===== config.mk =====
export PLATFORM = sky130hd
export DESIGN_NAME = hazard_unit
export DESIGN_NICKNAME = d
export VERILOG_FILES = /design/src/rtl/cpu_types_pkg.sv /design/src/rtl/sat_counter.sv /design/src/rtl/hazard_unit.sv
export SDC_FILE = /design/constraint.sdc
export NUM_CORES = 1
export LEC_CHECK = 0
export BUFFER_PORTS_ARGS = -buffer_cell sky130_fd_sc_hd__buf_2
export CORE_ASPECT_RATIO = 1.4
export CORE_MARGIN = 4
export CORE_UTILIZATION = 48
export DETAILED_ROUTE_END_ITERATION = 10
export PLACE_DENSITY = 0.87
export SLEW_MARGIN = 15
export SYNTH_ARGS = -nofsm -noshare
export SYNTH_HDL_FRONTEND = slang
export SYNTH_SLANG_ARGS = --single-unit

===== constraint.sdc =====
create_clock -name CLK -period 1.9 [get_ports CLK]
set_input_delay 0.285 -clock CLK [delete_from_list [all_inputs] [get_ports CLK]]
set_output_delay 0.285 -clock CLK [all_outputs]
set_load 0.01 [all_outputs]

===== src/rtl/cpu_types_pkg.sv =====
// Shared CPU pipeline types: forwarding-select encoding and hazard FSM states.
// Combinational helpers only; no latency, no backpressure.
// Reserved select 2'b11 is treated as register-file.
package cpu_types_pkg;

  typedef enum logic [1:0] {
    FWD_RF    = 2'b00,
    FWD_EXMEM = 2'b01,
    FWD_MEMWB = 2'b10
  } fwd_sel_t;

  typedef enum logic [1:0] {
    RUN,
    DWAIT,
    HALT
  } hu_state_t;

  function automatic logic isExmemSel(input logic [1:0] sel);
    return sel == FWD_EXMEM;
  endfunction

endpackage


===== src/rtl/sat_counter.sv =====
// Saturating up-counter with synchronous clear.
// One cycle from inc to updated count; holds at all-ones, never wraps.
// No backpressure.
module sat_counter #(
  parameter int W = 32
) (
  input  logic         CLK,
  input  logic         nRST,
  input  logic         inc,
  input  logic         clr,
  output logic [W-1:0] count
);

  always_ff @(posedge CLK or negedge nRST) begin
    if (!nRST) begin
      count <= '0;
    end else if (clr) begin
      count <= '0;
    end else if (inc && (count != {W{1'b1}})) begin
      count <= count + 1'b1;
    end
  end

endmodule


===== src/rtl/hazard_unit.sv =====
// Pipeline hazard control: latch enables/flushes and PC enable for a 5-stage core.
// Outputs are combinational from state and inputs; state and counters update next edge.
// Stalls the whole pipe while a dcache access is outstanding; HALT is sticky until reset.
module hazard_unit
  import cpu_types_pkg::*;
#(
  parameter int CNT_W = 32
) (
  input  logic             CLK,
  input  logic             nRST,
  input  logic [1:0]       forwardA,
  input  logic [1:0]       forwardB,
  input  logic [1:0]       forwarddmemstore,
  input  logic             exmem_memread,
  input  logic             dmem_req,
  input  logic             dhit,
  input  logic             ihit,
  input  logic             branch_taken,
  input  logic             wb_halt,
  output logic             pc_en,
  output logic             ifid_en,
  output logic             idex_en,
  output logic             exmem_en,
  output logic             memwb_en,
  output logic             ifid_flush,
  output logic             idex_flush,
  output logic             exmem_flush,
  output logic             halted,
  output logic [CNT_W-1:0] stall_cnt,
  output logic [CNT_W-1:0] flush_cnt
);

  hu_state_t state;
  logic      flushPend;
  logic      loadUse;
  logic      memWait;
  logic      branchFlush;
  logic      active;

  assign loadUse = exmem_memread & (isExmemSel(forwardA) | isExmemSel(forwardB) |
                                    isExmemSel(forwarddmemstore));
  assign active  = (state != HALT);
  // In DWAIT the access is already known pending, so only dhit ends the wait.
  assign memWait = (state == DWAIT) ? ~dhit : (dmem_req & ~dhit);
  assign branchFlush = active & ~memWait & (branch_taken | flushPend);
  assign halted = (state == HALT);

  always_comb begin
    pc_en       = 1'b1;
    ifid_en     = 1'b1;
    idex_en     = 1'b1;
    exmem_en    = 1'b1;
    memwb_en    = 1'b1;
    ifid_flush  = 1'b0;
    idex_flush  = 1'b0;
    exmem_flush = 1'b0;
    if (!active || memWait) begin
      pc_en    = 1'b0;
      ifid_en  = 1'b0;
      idex_en  = 1'b0;
      exmem_en = 1'b0;
      memwb_en = 1'b0;
    end else if (branchFlush) begin
      ifid_flush  = 1'b1;
      idex_flush  = 1'b1;
      exmem_flush = 1'b1;
    end else if (loadUse) begin
      pc_en       = 1'b0;
      ifid_en     = 1'b0;
      idex_en     = 1'b0;
      exmem_flush = 1'b1;
    end else if (!ihit) begin
      pc_en      = 1'b0;
      ifid_flush = 1'b1;
    end
  end

  always_ff @(posedge CLK or negedge nRST) begin
    if (!nRST) begin
      state     <= RUN;
      flushPend <= 1'b0;
    end else begin
      unique case (state)
        RUN: begin
          if (wb_halt) begin
            state <= HALT;
          end else if (memWait) begin
            state     <= DWAIT;
            flushPend <= branch_taken;
          end
        end
        DWAIT: begin
          if (wb_halt) begin
            state <= HALT;
          end else if (dhit) begin
            state     <= RUN;
            flushPend <= 1'b0;
          end else begin
            flushPend <= flushPend | branch_taken;
          end
        end
        default: state <= HALT;
      endcase
    end
  end

  sat_counter #(.W(CNT_W)) uStallCnt (
    .CLK   (CLK),
    .nRST  (nRST),
    .inc   (active & ~pc_en),
    .clr   (1'b0),
    .count (stall_cnt)
  );

  sat_counter #(.W(CNT_W)) uFlushCnt (
    .CLK   (CLK),
    .nRST  (nRST),
    .inc   (branchFlush),
    .clr   (1'b0),
    .count (flush_cnt)
  );

endmodule


# ---- Word level (Yosys, flattened, before mapping)
# Index checks and enable logic that the tools add are counted.
dict set report classes {
  n_bitwise 11
  n_eq_ne 13
  n_reduce_logical 8
  n_addsub 2
  n_mux 28
}
# operator count
set ops {}
lappend ops {{32-bit by 1-bit adder with 32-bit output, second input constant} 2}
lappend ops {{32-bit inequality test, second input constant} 2}
lappend ops {{1-bit 2-to-1 mux} 22}
lappend ops {{2-bit by 1-bit equality test with 1-bit output, second input constant} 4}
lappend ops {{2-bit 2-to-1 mux} 4}
lappend ops {{2-bit inequality test, second input constant} 4}
lappend ops {{3-bit inequality test, second input constant} 2}
lappend ops {{1-bit bitwise AND} 5}
lappend ops {{2-bit one-hot mux with 2 select lines} 1}
lappend ops {{4-bit AND reduction} 1}
lappend ops {{1-bit NOT} 3}
lappend ops {{1-bit bitwise OR} 3}
lappend ops {{2-bit equality test, second input constant} 1}
lappend ops {{1-bit logical AND} 2}
lappend ops {{2-bit zero test} 1}
lappend ops {{1-bit one-hot mux with 2 select lines} 1}
lappend ops {{2-bit AND reduction} 1}
lappend ops {{2-bit nonzero test} 1}
lappend ops {{1-bit zero test} 1}
lappend ops {{1-bit logical OR} 1}
dict set report totals {
  input_bits 14
  word_cells 66
  regBits 67
  out_inout_bits 73
}

# ---- Longest topological paths before layout
# Gate-level depths: netlist (run 1).
dict set report depth {
  ltp_word 11
  ltp_mapped 9
  ltp_nobuf 7
}

# ---- Hierarchy
# From an unflattened synthesis (run 1), not the netlist that was laid out.
dict set report hier_totals {
  hier_cells 434
  area_unflattened_um2 4031.4
}
# module area_per_inst_um2 cells_per_inst n_inst seq_area_each_um2
set modules_own_cells {}
lappend modules_own_cells {sat_counter 1854.3 198 2 800.8}
lappend modules_own_cells {hazard_unit 322.8 38 1 75.1}

# ---- Least setup slack after synthesis (run 1)
# Ideal clock, no wire load.
dict set report synth_timing {
  path_type {register to register}
  from {register state[0]}
  to {register uStallCnt.count[1]}
  required_time_ns 1.772
  slack_ns -0.185
  period_less_slack_ns 2.085
  n_path_buf 2
  t_arrival_ns 1.958
  path_stages_with_launch 9
  setup_time_ns 0.128
  cell_sequence {dfrtp_1 > nand2b_1 > buf_6 > inv_4 > or3_1 > buf_2 > o31a_1 > nand2_1 > mux2_1}
}
dict set report synth_via {
  elab_chain_cells 10
  word_cells_on_any_way 13
  classes_between {eq/ne (2); mux (3); bitwise (5); reduce/logical (3)}
}
# element line
set synth_rtl {}
lappend synth_rtl {{from (decl)} hazard_unit.sv:33} ;# hu_state_t state;
lappend synth_rtl {{from (signal assigned)} hazard_unit.sv:80} ;# state <= RUN;
lappend synth_rtl {{from (signal assigned)} hazard_unit.sv:86} ;# state <= HALT;
lappend synth_rtl {{from (signal assigned)} hazard_unit.sv:88} ;# state <= DWAIT;
lappend synth_rtl {{2-bit by 1-bit equality test with 1-bit output} hazard_unit.sv:44} ;# assign memWait = (state == DWAIT) ? ~dhit : (dmem_req & ~dhit);
lappend synth_rtl {{1-bit 2-to-1 mux} hazard_unit.sv:44}
lappend synth_rtl {{1-bit NOT} hazard_unit.sv:45} ;# assign branchFlush = active & ~memWait & (branch_taken | flushPend);
lappend synth_rtl {{1-bit bitwise AND (2 in series)} hazard_unit.sv:45}
lappend synth_rtl {{1-bit 2-to-1 mux} hazard_unit.sv:63} ;# end else if (branchFlush) begin
lappend synth_rtl {{1-bit 2-to-1 mux} hazard_unit.sv:57} ;# if (!active || memWait) begin
lappend synth_rtl {{1-bit NOT} hazard_unit.sv:110} ;# .inc (active & ~pc_en),
lappend synth_rtl {{1-bit bitwise AND *} hazard_unit.sv:110}
lappend synth_rtl {{1-bit logical AND *} sat_counter.sv:19} ;# end else if (inc && (count != {W{1'b1}})) begin
lappend synth_rtl {{to (signal assigned)} sat_counter.sv:20} ;# count <= count + 1'b1;
lappend synth_rtl {{to (decl)} sat_counter.sv:11} ;# output logic [W-1:0] count
# Every way passes the cells marked *; elsewhere a longest branch is shown, timed or not.
# A chain may end at the register's enable or synchronous reset.

# ---- Worst setup path in the final report (run 1)
dict set report layout_timing {
  from {register state[0]}
  to {register uFlushCnt.count[23]}
}
dict set report layout_via {
  elab_chain_cells 6
  word_cells_on_any_way 7
  classes_between {eq/ne (2); mux (1); bitwise (3); reduce/logical (1)}
}
# element line
set layout_rtl {}
lappend layout_rtl {{2-bit by 1-bit equality test with 1-bit output} hazard_unit.sv:44}
lappend layout_rtl {{1-bit 2-to-1 mux} hazard_unit.sv:44}
lappend layout_rtl {{1-bit NOT} hazard_unit.sv:45}
lappend layout_rtl {{1-bit bitwise AND * (2 in series)} hazard_unit.sv:45}
lappend layout_rtl {{1-bit logical AND *} sat_counter.sv:19}
lappend layout_rtl {{to (signal assigned)} sat_counter.sv:20}
lappend layout_rtl {{to (decl)} sat_counter.sv:11}
# Marks and branches as above.

==> flow_metrics.env, run 1 <==
export IMPL_status="finished, violations left"
export IMPL_violations="negative setup slack"
export IMPL_grt_pass1_wl_mm=17.4
export IMPL_fmax_mhz=441
export IMPL_ir_drop_mv=0.439
export IMPL_min_to="state[1]"
export IMPL_via_per_inst=5.97
export IMPL_antenna_found_initial=0
export IMPL_fin_nets=533
export IMPL_synth_top_cell_by_area="dfrtp_1"
export IMPL_gp_congestion=0.905
export IMPL_place_hpwl_mm=7.18
export IMPL_regArea_um2=1680
export IMPL_tightest_slew_ps=657
export IMPL_postRouteAntennaNets=0
export IMPL_fillers=453
export IMPL_cts_root_buf="clkbuf_8"
export IMPL_period_share_pct=119
export IMPL_pwr_share_comb_pct=8.0
export IMPL_synthCells=345
export IMPL_numCtsBuffers=9
export IMPL_crit_fanout=4
export IMPL_leakagePower_uw=0.00262
export IMPL_clkSinkCount=67
export IMPL_row_count=37
export IMPL_grt_remaining_overflow=0
export IMPL_htree_levels=3
export IMPL_clockBufferDepth=2
export IMPL_maxCapViolations=0
export IMPL_finalHoldViolCount=0
export IMPL_arrival_ps=2520
export IMPL_syn_area_um2=3590
export IMPL_setup_slack_ps=-368
export IMPL_syn_to_final_growth_pct=54.3
export IMPL_io_buffers=86
export IMPL_r2r_end="uFlushCnt.count[23]"
export IMPL_rsz0062_at_grt="yes"
export IMPL_grt_pass1_vias=3564
export IMPL_start_util_pct=49.1
export IMPL_crit_required_ps=2150
export IMPL_drive_above_1_share_pct=52.5
export IMPL_final_cell_mix="buf_2 (81), buf_4 (64), dfrtp_1 (61), xnor2_1 (30), nand4_1 (28)"
export IMPL_fin_worst_skew_ps=7.97
export IMPL_post_drt_wl_per_cell_um=20.5
export IMPL_critPathCaptureType="flop"
export IMPL_vias=3696
export IMPL_post_route_drc_count=0
export IMPL_routed_wl_mm=12.7
export IMPL_ys_seq_area_share_pct=46.7
export IMPL_track_usage_pct=25.5
export IMPL_synth_edf_count=0
export IMPL_syn_num_nets=361
export IMPL_cts_tree="yes"
export IMPL_p_sw_uw=695
export IMPL_min_path_type="input port to flop"
export IMPL_p_int_uw=2140
export IMPL_syn_area_per_cell_um2=10.4
export IMPL_ys_flop_type="dfrtp_1"
export IMPL_reg2reg_slack_ps=-370
export IMPL_timing_rr_start="state[0]"
export IMPL_top_level_ports=87
export IMPL_synth_area_leaders="dfrtp_1 (47%), xnor2_1 (9.0%), xor2_1 (5.8%), nand4_1 (4.9%), nand3_1 (4.0%)"
export IMPL_setup_tns_final_ps=-10310
export IMPL_ys_warnings_count=0
export IMPL_die_width_um=81.1
export IMPL_whs_ps=180
export IMPL_yosysUniqueCellTypes=51
export IMPL_netSwitchingFraction_pct=24.5
export IMPL_path_clk_slew_ps=80
export IMPL_final_common_cell="buf_2"
export IMPL_grt_max_degree=32
export IMPL_power_density_nw_per_um2=512
export IMPL_relSlewSlack_pct=55.7
export IMPL_synth_top_cell_area_share_pct=46.7
export IMPL_die_h_um=110
export IMPL_clk_latency_ps=340
export IMPL_setup_violations=68
export IMPL_multi_input_area_um2=2270
export IMPL_hold_start="wb_halt"
export IMPL_drt_pass1_iterations=5
export IMPL_rr_worst_depth=8
export IMPL_clockPowerShare_pct=39.2
export IMPL_postSynth_asyncResetShare_pct=100
export IMPL_crit_path_start_kind="flop"
export IMPL_criticalPathCategory="flop to flop"
export IMPL_finalMaxSlewViolations=0
export IMPL_period_minus_slack_ps=2270
export IMPL_holdPathStages=2
export IMPL_n_antenna_cell=0
export IMPL_pwr_share_seq_pct=52.8
export IMPL_die_area_um2=8950
export IMPL_drtIter0Drc=235
export IMPL_synth_seq_cells=67
export IMPL_core_area_um2=7310
## repair_timing
item | CTS | global route
hold buffers | 1 | 0
gates resized for setup | 28 | 83
endpoints found under the setup margin | 48 | 69
cloned | 0 | 1
pin swaps | 18 | 40
endpoints found under the hold margin | 23 | 0
buffers inserted | 10 | 11
## registers in the layout (all words and copies together), names as in the netlist
signal	flops
uFlushCnt.count	32
uStallCnt.count	32
state	2
flushPend	1
## metal layers
metal | vias up | wire [um] | track usage [%]
li1 | 1589 | - | -
met1 | 1800 | 4330 | 27.2
met2 | 246 | 6860 | 47.1
met3 | 61 | 959 | 5.20
met4 | 0 | 544 | 12.0
met5 | - | 0 | 0
## cells by family (layout without fill, tap and decap cells)
| group | count (synthesis) | in the layout | synth area share (%) |
|---|---|---|---|
| AO/OA/AOI/OAI | 14 | 14 | 3.20 |
| XOR/XNOR | 61 | 61 | 14.9 |
| adder cells (fa/ha/maj) | 2 | 2 | 0.696 |
| buffers and inverters | 22 | 199 | 3.38 |
| flip-flops | 67 | 67 | 46.7 |
| multiplexers | 2 | 2 | 0.627 |
| AND/OR/NAND/NOR | 177 | 177 | 30.6 |
## final cells by class
class / count / share of cell area, %
multi-input cells: 256 / 41.0
flip-flops and latches: 67 / 30.4
repair buffers: 172 / 22.0
clock buffers: 14 / 3.11
well taps: 97 / 2.19
inverters: 11 / 1.06
clock inverters: 2 / 0.181
## power by group through the flow
stage	sequential, uW	combinational [uW]	clock, uW
floorplan	1540	50.6	0
global placement	1520	182	0
global route	1500	246	1190
CTS	1500	196	1130
finish	1500	227	1110
detailed placement	1520	190	0
## worst max-delay path, cell delays in order (launching register included)
cell and delay [ps]:
dfrtp_1 420, nor3b_4 180, or4_4 550, buf_12 160, clkinv_8 40, buf_8 110
nand4_4 120, nor4_4 340, xor2_1 250
## worst max-delay path by stage
stage,to,from,cells past startpoint
after floorplan,uStallCnt.count[1],state[0],8
after global placement,uStallCnt.count[21],state[1],6
after detailed placement,uStallCnt.count[27],state[1],6
after CTS,idex_flush,state[0],7
after global routing,uFlushCnt.count[23],state[0],8
final,uFlushCnt.count[23],state[0],8
## synthesized netlist by cell type (2+ instances only)
| library cell | instances |
|---|---|
| clkbuf_1 | 3 |
| xor2_1 | 24 |
| and4_1 | 4 |
| nor3_4 | 2 |
| nor2b_1 | 4 |
| dfrtp_1 | 67 |
| buf_6 | 3 |
| nor4_2 | 3 |
| mux2_1 | 2 |
| a211oi_1 | 2 |
| or2_1 | 2 |
| nor4_1 | 12 |
| nand2_1 | 22 |
| nand4_1 | 28 |
| nor3_1 | 10 |
| a21oi_1 | 5 |
| and3_1 | 10 |
| inv_1 | 9 |
| and2_1 | 4 |
| nor3b_1 | 2 |
| xnor2_1 | 37 |
| or4_4 | 2 |
| nor3_2 | 6 |
| or3_1 | 2 |
| buf_4 | 2 |
| buf_1 | 2 |
| nor2_1 | 22 |
| nand4_4 | 2 |
| ha_1 | 2 |
| nand3_1 | 29 |
## metrics by stage
| step | utilization (%) | setup WS (ps) | total power, uW | instances | instance area (um^2) |
|---|---|---|---|---|---|
| 6_report | 75.8 | -368 | 2840 | 619 | 5540 |
| 4_1_cts | 68.8 | -229 | 2820 | 607 | 5030 |
| 3_5_place_dp | 63.1 | -117 | 1710 | 580 | 4620 |
| 3_3_place_gp | 63.1 | -26.5 | 1700 | 580 | 4620 |
| 2_1_floorplan | - | -34.2 | 1590 | 345 | 3660 |
| 5_1_grt | 75.8 | -429 | 2930 | 619 | 5540 |
(Power assumes the default switching activity.)
==> inputs of run 2 (changes only) <==
--- a/config.mk
+++ b/config.mk
@@ -11,6 +11,7 @@
 export CORE_UTILIZATION = 48
 export DETAILED_ROUTE_END_ITERATION = 10
 export PLACE_DENSITY = 0.87
+export RECOVER_POWER = 25
 export SLEW_MARGIN = 15
 export SYNTH_ARGS = -nofsm -noshare
 export SYNTH_HDL_FRONTEND = slang
==> run 2 against run 1 <==
The run still ends with negative setup slack left. Core utilization decreased by 0.14 points. Global-route usage unchanged. Clock power about the same. Die area unchanged. Clock-buffer cell count unchanged. First-iteration DRC count decreased by 0.43%. Sequential share of layout area increased by 0.055 points. Combinational power about the same. Cell area decreased by 0.18%. Non-clock buffer count unchanged. Critical endpoint unchanged.
==> flow_metrics.env, run 2 (synthesis gave the netlist of run 1 again) <==
export IMPL_cp_buffers_inverters=3
export IMPL_min_path_type="input port to flop"
export IMPL_finalMaxSlewViolations=0
export IMPL_grt_max_degree=32
export IMPL_cts_tree="yes"
export IMPL_maxCapViolations=0
export IMPL_relSlewSlack_pct=9.95
export IMPL_status="finished, violations left"
export IMPL_rr_worst_depth=8
export IMPL_crit_path_start="state[0]"
export IMPL_r2r_end="uFlushCnt.count[23]"
export IMPL_leakagePower_uw=0.00262
export IMPL_clkSinkCount=67
export IMPL_placed_area_um2=4620
export IMPL_crit_required_ps=2150
export IMPL_die_width_um=81.1
export IMPL_rsz0062_at_grt="yes"
export IMPL_regArea_um2=1680
export IMPL_vias=3692
export IMPL_reg_largest_list="uFlushCnt.count: 32 flops, uStallCnt.count: 32 flops, state: 2 flops"
export IMPL_period_share_pct=120
export IMPL_n_antenna_cell=0
export IMPL_wl_met1_mm=4.34
export IMPL_hold_start="wb_halt"
export IMPL_ir_drop_mv=0.440
export IMPL_row_count=37
export IMPL_die_area_um2=8950
export IMPL_crit_fanout=4
export IMPL_final_util_pct=75.7
export IMPL_postRouteAntennaNets=0
export IMPL_grt_pass1_wl_mm=17.4
export IMPL_place_hpwl_mm=7.18
export IMPL_tightest_slew_ps=1350
export IMPL_final_common_cell="buf_2"
export IMPL_crit_path_start_kind="flop"
export IMPL_numCtsBuffers=9
export IMPL_cts_root_buf="clkbuf_8"
export IMPL_gp_congestion=0.905
export IMPL_fin_worst_skew_ps=7.97
export IMPL_arrival_ps=2520
export IMPL_via_per_inst=5.96
export IMPL_criticalPathCategory="flop to flop"
export IMPL_critPathCaptureType="flop"
export IMPL_syn_to_final_growth_pct=54.0
export IMPL_clk_latency_ps=340
export IMPL_critPathMaxStageDelay_ps=550
export IMPL_met2_length_mm=6.86
export IMPL_core_area_um2=7310
export IMPL_power_density_nw_per_um2=512
export IMPL_clockBufferDepth=2
export IMPL_holdPathStages=2
export IMPL_whs_ps=180
export IMPL_fillers=456
export IMPL_met3_length_um=947
export IMPL_reg2reg_slack_ps=-370
export IMPL_post_drt_wl_per_cell_um=20.5
export IMPL_htree_levels=3
export IMPL_start_util_pct=49.1
export IMPL_fmax_mhz=440
export IMPL_drive_above_1_share_pct=52.3
export IMPL_path_cells="nor3b_4, or4_4, buf_12, clkinv_8, buf_8, nand4_4, nor4_4, xor2_1"
export IMPL_drtIter0Drc=234
export IMPL_multi_input_area_um2=2270
export IMPL_grt_pass1_vias=3564
export IMPL_grt_remaining_overflow=0
export IMPL_routed_wl_mm=12.7
export IMPL_track_usage_pct=25.5
export IMPL_cpLargestDelayFamily="simple AND/OR/NAND/NOR gates"
export IMPL_top_level_ports=87
export IMPL_violations="negative setup slack"
export IMPL_final_cell_mix="buf_2 (80), buf_4 (64), dfrtp_1 (61), xnor2_1 (30), nand4_1 (28)"
export IMPL_dp_cells=580
export IMPL_slowest_stage="or4_4"
export IMPL_path_clk_slew_ps=70
export IMPL_antenna_found_initial=0
export IMPL_setup_violations=68
export IMPL_p_total_uw=2840
export IMPL_timing_rr_start="state[0]"
export IMPL_die_h_um=110
export IMPL_finalInstanceArea_um2=5530
export IMPL_io_buffers=86
export IMPL_period_minus_slack_ps=2270
export IMPL_final_cell_count_no_fill=619
export IMPL_finalHoldViolCount=0
export IMPL_setup_slack_ps=-372
export IMPL_min_to="state[1]"
export IMPL_fin_nets=533
export IMPL_drt_pass1_iterations=5
export IMPL_topRoutingLayerUsed="met4"
export IMPL_post_route_drc_count=0
==> run 2: final cells by class <==
class / count / area share [%]
clock inverters: 2 / 0.181
multi-input cells: 256 / 41.1
repair buffers: 172 / 21.9
clock buffers: 14 / 3.12
well taps: 97 / 2.19
flip-flops and latches: 67 / 30.4
inverters: 11 / 1.06
==> run 2: where the power goes <==
| group | leakage (uW) | total [uW] | internal (uW) | switching, uW |
|---|---|---|---|---|
| sequential | 0.000879 | 1500 | 1460 | 39.4 |
| combinational | 0.00164 | 224 | 103 | 121 |
| clock | 0.0000965 | 1110 | 578 | 534 |
| total | 0.00262 | 2840 | 2140 | 695 |
==> run 2: worst max path at each step <==
stage	endpoint	slack [ps]	depth (start not counted)
after floorplan	uStallCnt.count[1]	-30	8
after global placement	uStallCnt.count[21]	-30	6
after detailed placement	uStallCnt.count[27]	-120	6
after CTS	idex_flush	-230	7
after global routing	uFlushCnt.count[23]	-430	8
final	uFlushCnt.count[23]	-370	8
==> run 2: metrics by stage <==
stage | TNS, ps | worst slack (ps)
after global placement | -148 | -26.5
after global routing | -17280 | -429
final | -10350 | -372
after CTS | -4300 | -229
after floorplan | -50.5 | -34.2
after detailed placement | -1350 | -117
==> run 2: timing repair <==
action / in CTS / in global routing
gates cloned: 0 / 1
hold buffers: 1 / 0
pin swaps: 18 / 40
endpoints found under the setup margin: 48 / 69
hold endpoints to repair: 23 / 0
resized for setup: 28 / 83
setup buffers: 10 / 11
==> run 2: metal layers <==
metal / track usage [%] / vias up
li1: - / 1588
met1: 27.2 / 1803
met2: 47.1 / 241
met3: 5.20 / 60
met4: 12.0 / 0
met5: 0 / -
==> inputs of run 3 (changes only) <==
--- a/config.mk
+++ b/config.mk
@@ -8,9 +8,9 @@
 export BUFFER_PORTS_ARGS = -buffer_cell sky130_fd_sc_hd__buf_2
 export CORE_ASPECT_RATIO = 1.4
 export CORE_MARGIN = 4
-export CORE_UTILIZATION = 48
+export CORE_UTILIZATION = 39
 export DETAILED_ROUTE_END_ITERATION = 10
-export PLACE_DENSITY = 0.87
+export PLACE_DENSITY = 0.75
 export RECOVER_POWER = 25
 export SLEW_MARGIN = 15
 export SYNTH_ARGS = -nofsm -noshare
==> constraint.sdc (replaced) <==
create_clock -name CLK -period 1.9 [get_ports CLK]
set_input_delay 0.285 -clock CLK [delete_from_list [all_inputs] [get_ports CLK]]
set_output_delay 0.285 -clock CLK [all_outputs]
set_load 0.005 [all_outputs]
==> run 3 against run 2 <==
Hold slack better by 21 ps. Core utilization fell by 18 points. Clock power is 47% higher. The flow still finishes with violations (negative setup slack). Non-clock buffer count is 5 lower. Final cell count increased by 0.65%. Clock skew up 1.1 ps. Sequential cell count unchanged. Combinational power shrank 17%. Critical endpoint is now uFlushCnt.count[19]. Total power is 17% higher. Critical path type unchanged. First-iteration DRC count shrank 60%. Register-to-register slack better by 170 ps.
==> flow_metrics.env, run 3 (synthesis gave the netlist of run 1 again) <==
export IMPL_status="finished, violations left"
export IMPL_violations="negative setup slack"
export IMPL_fillers=756
export IMPL_core_area_um2=9030
export IMPL_crit_fanout=5
export IMPL_row_count=41
export IMPL_cts_tree="yes"
export IMPL_place_hpwl_mm=6.87
export IMPL_critPathMaxStageDelay_ps=500
export IMPL_final_cell_count_no_fill=623
export IMPL_ir_drop_mv=0.489
export IMPL_path_clk_slew_ps=50
export IMPL_vias=3305
export IMPL_drt_pass1_iterations=4
export IMPL_period_share_pct=111
export IMPL_setup_slack_ps=-204
export IMPL_arrival_ps=2340
export IMPL_finalHoldViolCount=0
export IMPL_final_common_cell="buf_2"
export IMPL_final_cell_mix="buf_2 (85), buf_4 (76), dfrtp_1 (65), xnor2_1 (37), nand4_1 (28)"
export IMPL_leakagePower_uw=0.00254
export IMPL_io_buffers=86
export IMPL_crit_path_start_kind="flop"
export IMPL_crit_required_ps=2140
export IMPL_drive_above_1_share_pct=45.3
export IMPL_clkSinkCount=67
export IMPL_timing_rr_start="state[1]"
export IMPL_relSlewSlack_pct=37.6
export IMPL_clk_latency_ps=330
export IMPL_clockBufferDepth=2
export IMPL_whs_ps=201
export IMPL_fin_nets=528
export IMPL_finalMaxSlewViolations=0
export IMPL_drtIter0Drc=93
export IMPL_tightest_slew_ps=937
export IMPL_post_route_drc_count=0
export IMPL_grt_pass1_wl_mm=16.2
export IMPL_min_path_type="input port to flop"
export IMPL_antenna_found_initial=0
export IMPL_path_cells="nand2b_4, inv_4, or4_4, buf_8, clkinv_8, buf_12, nand4_4, nor3b_2, xor2_1"
export IMPL_period_minus_slack_ps=2100
export IMPL_via_per_inst=5.30
export IMPL_postRouteAntennaNets=0
export IMPL_p_total_uw=3310
export IMPL_die_h_um=122
export IMPL_die_area_um2=10800
export IMPL_routed_wl_mm=9.71
export IMPL_rr_worst_depth=9
export IMPL_n_antenna_cell=0
export IMPL_numCtsBuffers=9
export IMPL_grt_max_degree=68
export IMPL_cts_root_buf="clkbuf_16"
export IMPL_top_level_ports=87
export IMPL_r2r_end="uFlushCnt.count[19]"
export IMPL_final_util_pct=58.1
export IMPL_post_drt_wl_per_cell_um=15.6
export IMPL_rsz0062_at_grt="yes"
export IMPL_reg2reg_slack_ps=-200
export IMPL_fmax_mhz=475
export IMPL_start_util_pct=39.8
export IMPL_endpoint="uFlushCnt.count[19]"
export IMPL_dp_cells=588
export IMPL_gp_congestion=0.870
export IMPL_grt_pass1_vias=3323
export IMPL_die_width_um=89.1
export IMPL_syn_to_final_growth_pct=45.9
export IMPL_pre_cts_slack_ps=-125
export IMPL_fin_worst_skew_ps=9.10
export IMPL_reg_largest_list="uFlushCnt.count: 32 flops, uStallCnt.count: 32 flops, state: 2 flops"
export IMPL_track_usage_pct=19.1
export IMPL_slowest_stage="or4_4"
export IMPL_maxCapViolations=0
export IMPL_setup_violations=22
export IMPL_critPathCaptureType="flop"
export IMPL_criticalPathCategory="flop to flop"
export IMPL_htree_levels=3
export IMPL_crit_path_start="state[1]"
export IMPL_power_density_nw_per_um2=631
export IMPL_grt_remaining_overflow=0
==> run 3: changes by cell type in the layout (fill, tap and decap cells not counted), sizes merged <==
cell,delta
buf,-5
clkbuf,-2
bufinv,+1
==> run 3: layout make-up <==
| type | count | area [um^2] | share of cell area [%] |
|---|---|---|---|
| Clock buffer | 12 | 246 | 4.70 |
| Sequential cell | 67 | 1680 | 32.0 |
| Inverter | 11 | 56.3 | 1.07 |
| Multi-Input combinational cell | 256 | 2010 | 38.3 |
| Timing Repair Buffer | 167 | 1080 | 20.6 |
| Clock inverter | 3 | 40.0 | 0.764 |
| Tap cell | 107 | 134 | 2.55 |
==> run 3: critical path, delay by kind of cell (launching register included) <==
kind	cells	cell delay, ps
buffers and inverters	4	370
xor gates and xnor gates	1	190
and+or+nand+nor	4	1040
DFF	1	420
==> run 3: how the worst min path moves through the flow <==
| stage | start | end | slack, ps | depth (start not counted) |
|---|---|---|---|---|
| 2_1_floorplan | nRST | flushPend | -10 | 0 |
| 3_3_place_gp | nRST | uFlushCnt.count[12] | 330 | 2 |
| 3_5_place_dp | nRST | uFlushCnt.count[12] | 340 | 2 |
| 4_1_cts | dhit | state[0] | 190 | 2 |
| 5_1_grt | wb_halt | state[1] | 200 | 2 |
| 6_report | wb_halt | state[1] | 200 | 2 |
==> run 3: repair_timing <==
item / in CTS / in global routing
buffers inserted: 12 / 7
endpoints found under the hold margin: 67 / 0
endpoints found under the setup margin: 42 / 69
hold buffers: 1 / 0
pin swaps: 14 / 12
resized for setup: 20 / 17
==> run 3: stage by stage <==
stage                     setup TNS [ps]  instance area (um^2)
final                              -1550                  5240
after global routing               -6140                  5240
after CTS                          -1270                  5110
after detailed placement           -1980                  4600
after global placement              -251                  4600
after floorplan                    -28.0                  3650
==> run 3: metal layers <==
| layer | GRT usage [%] | vias to the layer above | share of wire (%) |
|---|---|---|---|
| li1 | - | 1577 | - |
| met1 | 23.4 | 1616 | 40 |
| met2 | 32.7 | 107 | 54 |
| met3 | 4.87 | 5 | 5.8 |
| met4 | 5.68 | 0 | 0.54 |
| met5 | 0 | - | 0 |
==> run 3: power breakdown <==
group	internal, uW	switching, uW
Combinational	91.3	95.7
Clock	1040	590
Sequential	1460	31.4
